`src/rtl/lstm_cfg_sequencer.sv`:
```
// lstm_cfg_sequencer
//   Loads the coefficient set of an LSTM stack through a valid/ready word port,
//   then gates the upstream sample stream into the stack while tracking how many
//   samples are still inside it. A reload request drains the stack before the
//   new coefficient set starts loading.
//
// Ports
//   clk, rst            clock, synchronous active-high reset
//   cfg_start           request to (re)load coefficients
//   cfg_data/valid      coefficient word stream; cfg_ready accepts a word
//   cfg_busy            LOAD or DRAIN in progress
//   cfg_done            full coefficient set loaded, datapath enabled
//   weight_x/h, bias_x/h
//                       LAYERS*4 words each, index = layer*4 + gate
//   s_x/valid/ready     upstream sample handshake
//   dp_x_in/valid       sample forwarded to the stack (zero latency)
//   dp_ready, dp_valid  stack ready / one result per accepted sample
//   inflight            samples accepted but not yet returned
//   err                 sticky: result returned with nothing in flight
module lstm_cfg_sequencer #(
  parameter int LAYERS       = 3,
  parameter int WIDTH        = 16,
  parameter int MAX_INFLIGHT = 8
) (
  input  logic                                clk,
  input  logic                                rst,
  input  logic                                cfg_start,
  input  logic [WIDTH-1:0]                    cfg_data,
  input  logic                                cfg_valid,
  output logic                                cfg_ready,
  output logic                                cfg_busy,
  output logic                                cfg_done,
  output logic [LAYERS*4-1:0][WIDTH-1:0]      weight_x,
  output logic [LAYERS*4-1:0][WIDTH-1:0]      weight_h,
  output logic [LAYERS*4-1:0][WIDTH-1:0]      bias_x,
  output logic [LAYERS*4-1:0][WIDTH-1:0]      bias_h,
  input  logic [WIDTH-1:0]                    s_x,
  input  logic                                s_valid,
  output logic                                s_ready,
  output logic [WIDTH-1:0]                    dp_x_in,
  output logic                                dp_x_in_valid,
  input  logic                                dp_ready,
  input  logic                                dp_valid,
  output logic [$clog2(MAX_INFLIGHT+1)-1:0]   inflight,
  output logic                                err
);

  localparam int TOTAL = LAYERS*16;
  localparam int N     = LAYERS*4;
  localparam int CW    = $clog2(TOTAL);
  localparam int IW    = $clog2(MAX_INFLIGHT+1);

  typedef enum logic [1:0] {IDLE, LOAD, ACTIVE, DRAIN} state_t;

  state_t        state;
  logic [CW-1:0] cnt;
  logic          acc;
  logic          wr;

  // Handshake outputs are decoded from state; rst masks them in the same cycle.
  assign cfg_ready     = ~rst & (state == LOAD);
  assign cfg_busy      = ~rst & ((state == LOAD) | (state == DRAIN));
  // cfg_start closes the sample gate immediately so nothing slips in as we leave ACTIVE.
  assign s_ready       = ~rst & (state == ACTIVE) & dp_ready &
                         (inflight < IW'(MAX_INFLIGHT)) & ~cfg_start;
  assign dp_x_in       = s_x;
  assign dp_x_in_valid = s_valid & s_ready;

  assign acc = s_valid & s_ready;
  assign wr  = cfg_valid & cfg_ready;

  always_ff @(posedge clk) begin
    if (rst) begin
      state    <= IDLE;
      cnt      <= '0;
      inflight <= '0;
      err      <= 1'b0;
      cfg_done <= 1'b0;
      weight_x <= '0;
      weight_h <= '0;
      bias_x   <= '0;
      bias_h   <= '0;
    end else begin
      // Accept and return in the same cycle cancel out.
      if (acc && !dp_valid) begin
        inflight <= inflight + IW'(1);
      end else if (!acc && dp_valid) begin
        if (inflight == '0) err <= 1'b1;
        else                inflight <= inflight - IW'(1);
      end

      case (state)
        IDLE: begin
          if (cfg_start) begin
            state <= LOAD;
            cnt   <= '0;
          end
        end
        LOAD: begin
          if (wr) begin
            // Banks are laid out back to back in the word stream.
            for (int i = 0; i < N; i++) begin
              if (cnt == CW'(i))       weight_x[i] <= cfg_data;
              if (cnt == CW'(N + i))   weight_h[i] <= cfg_data;
              if (cnt == CW'(2*N + i)) bias_x[i]   <= cfg_data;
              if (cnt == CW'(3*N + i)) bias_h[i]   <= cfg_data;
            end
            if (cnt == CW'(TOTAL-1)) begin
              state    <= ACTIVE;
              cfg_done <= 1'b1;
              cnt      <= '0;
            end else begin
              cnt <= cnt + CW'(1);
            end
          end
        end
        ACTIVE: begin
          if (cfg_start) state <= DRAIN;
        end
        DRAIN: begin
          if (inflight == '0) begin
            state    <= LOAD;
            cnt      <= '0;
            cfg_done <= 1'b0;
          end
        end
        default: state <= IDLE;
      endcase
    end
  end

endmodule

```
`config.mk`:
```
export PLATFORM = sky130hd
export DESIGN_NAME = lstm_cfg_sequencer
export DESIGN_NICKNAME = d
export VERILOG_FILES = /design/src/rtl/lstm_cfg_sequencer.sv
export SDC_FILE = /design/constraint.sdc
export NUM_CORES = 2
export LEC_CHECK = 0
export ABC_AREA = 1
export BUFFER_PORTS_ARGS = -buffer_cell sky130_fd_sc_hd__buf_2
export CORE_AREA = 4 4 326 328
export CTS_CLUSTER_DIAMETER = 100
export DETAILED_ROUTE_END_ITERATION = 7
export DIE_AREA = 0 0 330 332
export HOLD_SLACK_MARGIN = 0.15
export REMOVE_ABC_BUFFERS = 1
export SYNTH_ARGS = -nofsm -noshare
export SYNTH_HDL_FRONTEND = slang
export SYNTH_SLANG_ARGS = --single-unit
```
`constraint.sdc`:
```
create_clock -name clk -period 3.4 [get_ports clk]
set_input_delay 0.17 -clock clk [delete_from_list [all_inputs] [get_ports clk]]
set_output_delay 0.17 -clock clk [all_outputs]
set_load 0.005 [all_outputs]
```
==> results.yml <==
synthesis:
  synth-seq-cells: 782
  synth.cell_area_um2: 28400
  avgSynthCellArea_um2: 7.82
  yosysSeqAreaShare_pct: 55.2
  postSynthCellCount: 3628
  yosysWarningCount: 0
  synth_cell_type_count: 30
clock_network:
  path_clk_slew_ns: 0.06
  cts_tree: "done"
  cts_resized: 0
  cts_num_sinks: 782
  clkLatencyLatePin_ns: 0.66
  cts.path.max_buffers: 3
  htree_levels: 3
  cts_setup_buffers: 0
  cts-buffers-inserted: 88
  cts-root-buf: "clkbuf_16"
setup_path:
  slowest_stage: "inv_2"
  crit_path_cell_trace: "inv_1 > ha_1 > nand3_4 > nor2_2 > inv_2 > nor2_4 > inv_1 > nor2_1 > nor2_1"
  slowest_delay_ns: 0.72
  critPathTopFamily: "buffers and inverters"
  cp-start-kind: "flop"
  crit_buf_inv: 3
  crit_required_ns: 3.98
  path_class: "flop to flop"
  arrival_ns: 3.33
  critPathMaxFanout: 17
  worstSetupEndpointType: "flop"
sta:
  worstMarginPinSlew_ns: 1.16
  period_share_pct: 80.9
  setup-violations-final: 0
  relSlewSlack_pct: 22.6
  final_max_slew_viol_count: 0
  skew_ns: 0.0273
  max_freq_ghz: 0.364
  hold_violations: 0
  rsz0062_at_grt: "false"
  holdWs_ns: 0.224
  min_period_ns: 2.75
detailed_routing:
  dr_wl_met3_um: 9320
  ant_nets: 0
  route.detailed.drc: 0
  vias: 26231
  drt_iter0_markers: 2197
  met1Wirelength_um: 45900
  viasPerCell: 4.59
  first_pass_iters: 6
  routed.top_layer: "met4"
  finalWirelength_um: 115000
  wl_met2_um: 53900
  wl_per_cell_um: 20.1
placed_design:
  dpl.hpwl_um: 76700
  globalplace.congestion: 0.797
  io_buffers: 800
die:
  die_h_um: 332
  coreArea_um2: 103000
  row_count: 118
  die-area_um2: 110000
  die_w_um: 330
  initial_core_util_pct: 27.5
  io_pins: 833
cells_and_area:
  nNetsFinal: 4322
  syn2layout_area_growth_pct: 27.5
  drive_gt1_share_pct: 24.3
hold_path:
  hp-class: "input pin to flop"
global_route:
  antenna_found_initial: 7
  grt_max_degree: 237
  grt_usage_pct: 19.9
  grt-ovfl-total: 0
  grt_pass1_wl_um: 164000
  grt_pass1_vias: 24410
status:
  status: "complete, no violations"
run:
  maxCapViolCount: 0
pwr:
  powerDensity_nw_per_um2: 565
  p_leak_nw: 16.9
  ir_drop_uv: 345
  p_total_mw: 20.4
## cell usage after synthesis (all sizes together)
cell / number / area share (%)
nor2: 1374 / 19
dfxtp: 782 / 55
o21ai: 762 / 13
clkbuf: 197 / 2.7
inv: 161 / 2.1
a21oi: 119 / 2.1
buf: 93 / 2.6
nand2: 71 / 1.4
nor3: 21 / 0.45
nand3: 15 / 0.31
clkinv: 14 / 0.25
ha: 13 / 0.57
nand4: 2 / 0.044
xor2: 2 / 0.062
fa: 1 / 0.071
xnor2: 1 / 0.031
## path summary, 6_finish.rpt
check / startpoint / end / slack [ns] / depth (start not counted)
worst max register to register: state[1]$_SDFFE_PP0P_ / bias_h[167]$_SDFFE_PP0P_ / 0.65 / 9
worst min register to register: weight_x[148]$_SDFFE_PP0P_ / weight_x[148]$_SDFFE_PP0P_ / 0.44 / 2
worst max-delay path: state[1]$_SDFFE_PP0P_ / bias_h[167]$_SDFFE_PP0P_ / 0.65 / 9
worst min-delay path: cfg_data[5] / bias_x[181]$_SDFFE_PP0P_ / 0.22 / 3
## worst min-delay path, stage by stage
cell and delay [ns]:
buf_2 0.38, nor2_1 0.21, nor2_1 0.05
## report_power, final
group	internal, mW	switching, mW
combinational	0.367	0.961
clock	5.79	4.01
sequential	9.25	0.0710
## stage by stage
stage          util, %  instance area, um^2  std cells  setup TNS (ns)  setup WS [ns]
2_1_floorplan        -                26900       3338        -2371.63          -3.43
3_3_place_gp      32.0                33100       5547               0          0.720
3_5_place_dp      32.0                33100       5547               0          0.657
4_1_cts           35.1                36200       5720               0          0.634
5_1_grt           35.1                36200       5720               0          0.457
6_report          35.1                36200       5721               0          0.651
## layout make-up
class                           instances  area, um^2
Clock inverter                         30         332
Tap cell                             1380        1730
Antenna cell                            1        2.50
Timing Repair Buffer                  841        4550
Clock buffer                          131        2680
Multi-Input combinational cell       2381       10600
Sequential cell                       782       15700
Inverter                              175         682
Fill cell                           10901       67000
## cell usage in the layout, fill, tap and decap left out, types with 3 or more instances in the layout
cell type / instances
a21oi_1: 119
buf_12: 17
buf_2: 800
buf_4: 12
bufinv_16: 4
clkbuf_1: 15
clkbuf_16: 91
clkbuf_8: 25
clkinv_2: 28
clkinvlp_4: 3
dfxtp_1: 782
dlygate4sd3_1: 12
ha_1: 13
inv_1: 132
inv_2: 28
inv_6: 4
nand2_1: 49
nand2_2: 8
nand2_4: 14
nand3_1: 14
nor2_1: 1361
nor2_8: 10
nor3_1: 19
o21ai_0: 711
o21ai_1: 51
## layer usage
layer	vias up	track usage (%)
li1	12789	-
met1	12118	23.6
met2	1051	32.9
met3	273	5.06
met4	0	10.7
met5	-	0
## sequential cells by signal, summed over array words and instances, names as in the netlist
signal    count
weight_x    192
cnt           6
err           1
inflight      4
bias_x      192
weight_h    192
state         2
bias_h      192
cfg_done      1
## logic make-up (layout without fill, tap and decap cells)
| group | Yosys count | after routing | synth area share, % |
|---|---|---|---|
| AO/OA/AOI/OAI | 881 | 881 | 15.5 |
| AND/OR/NAND/NOR | 1483 | 1483 | 21.0 |
| other | 0 | 1 | 0 |
| adder cells (fa/ha/maj) | 14 | 14 | 0.644 |
| flip-flops | 782 | 782 | 55.2 |
| buffers and inverters | 465 | 1177 | 7.59 |
| XOR/XNOR | 3 | 3 | 0.0926 |
## what timing repair did
action | CTS | global route
hold buffers | 12 | 0
endpoints found under the setup margin | 0 | 0
hold endpoints to repair | 175 | 0
Note: power is estimated with default switching activity, not from simulation.
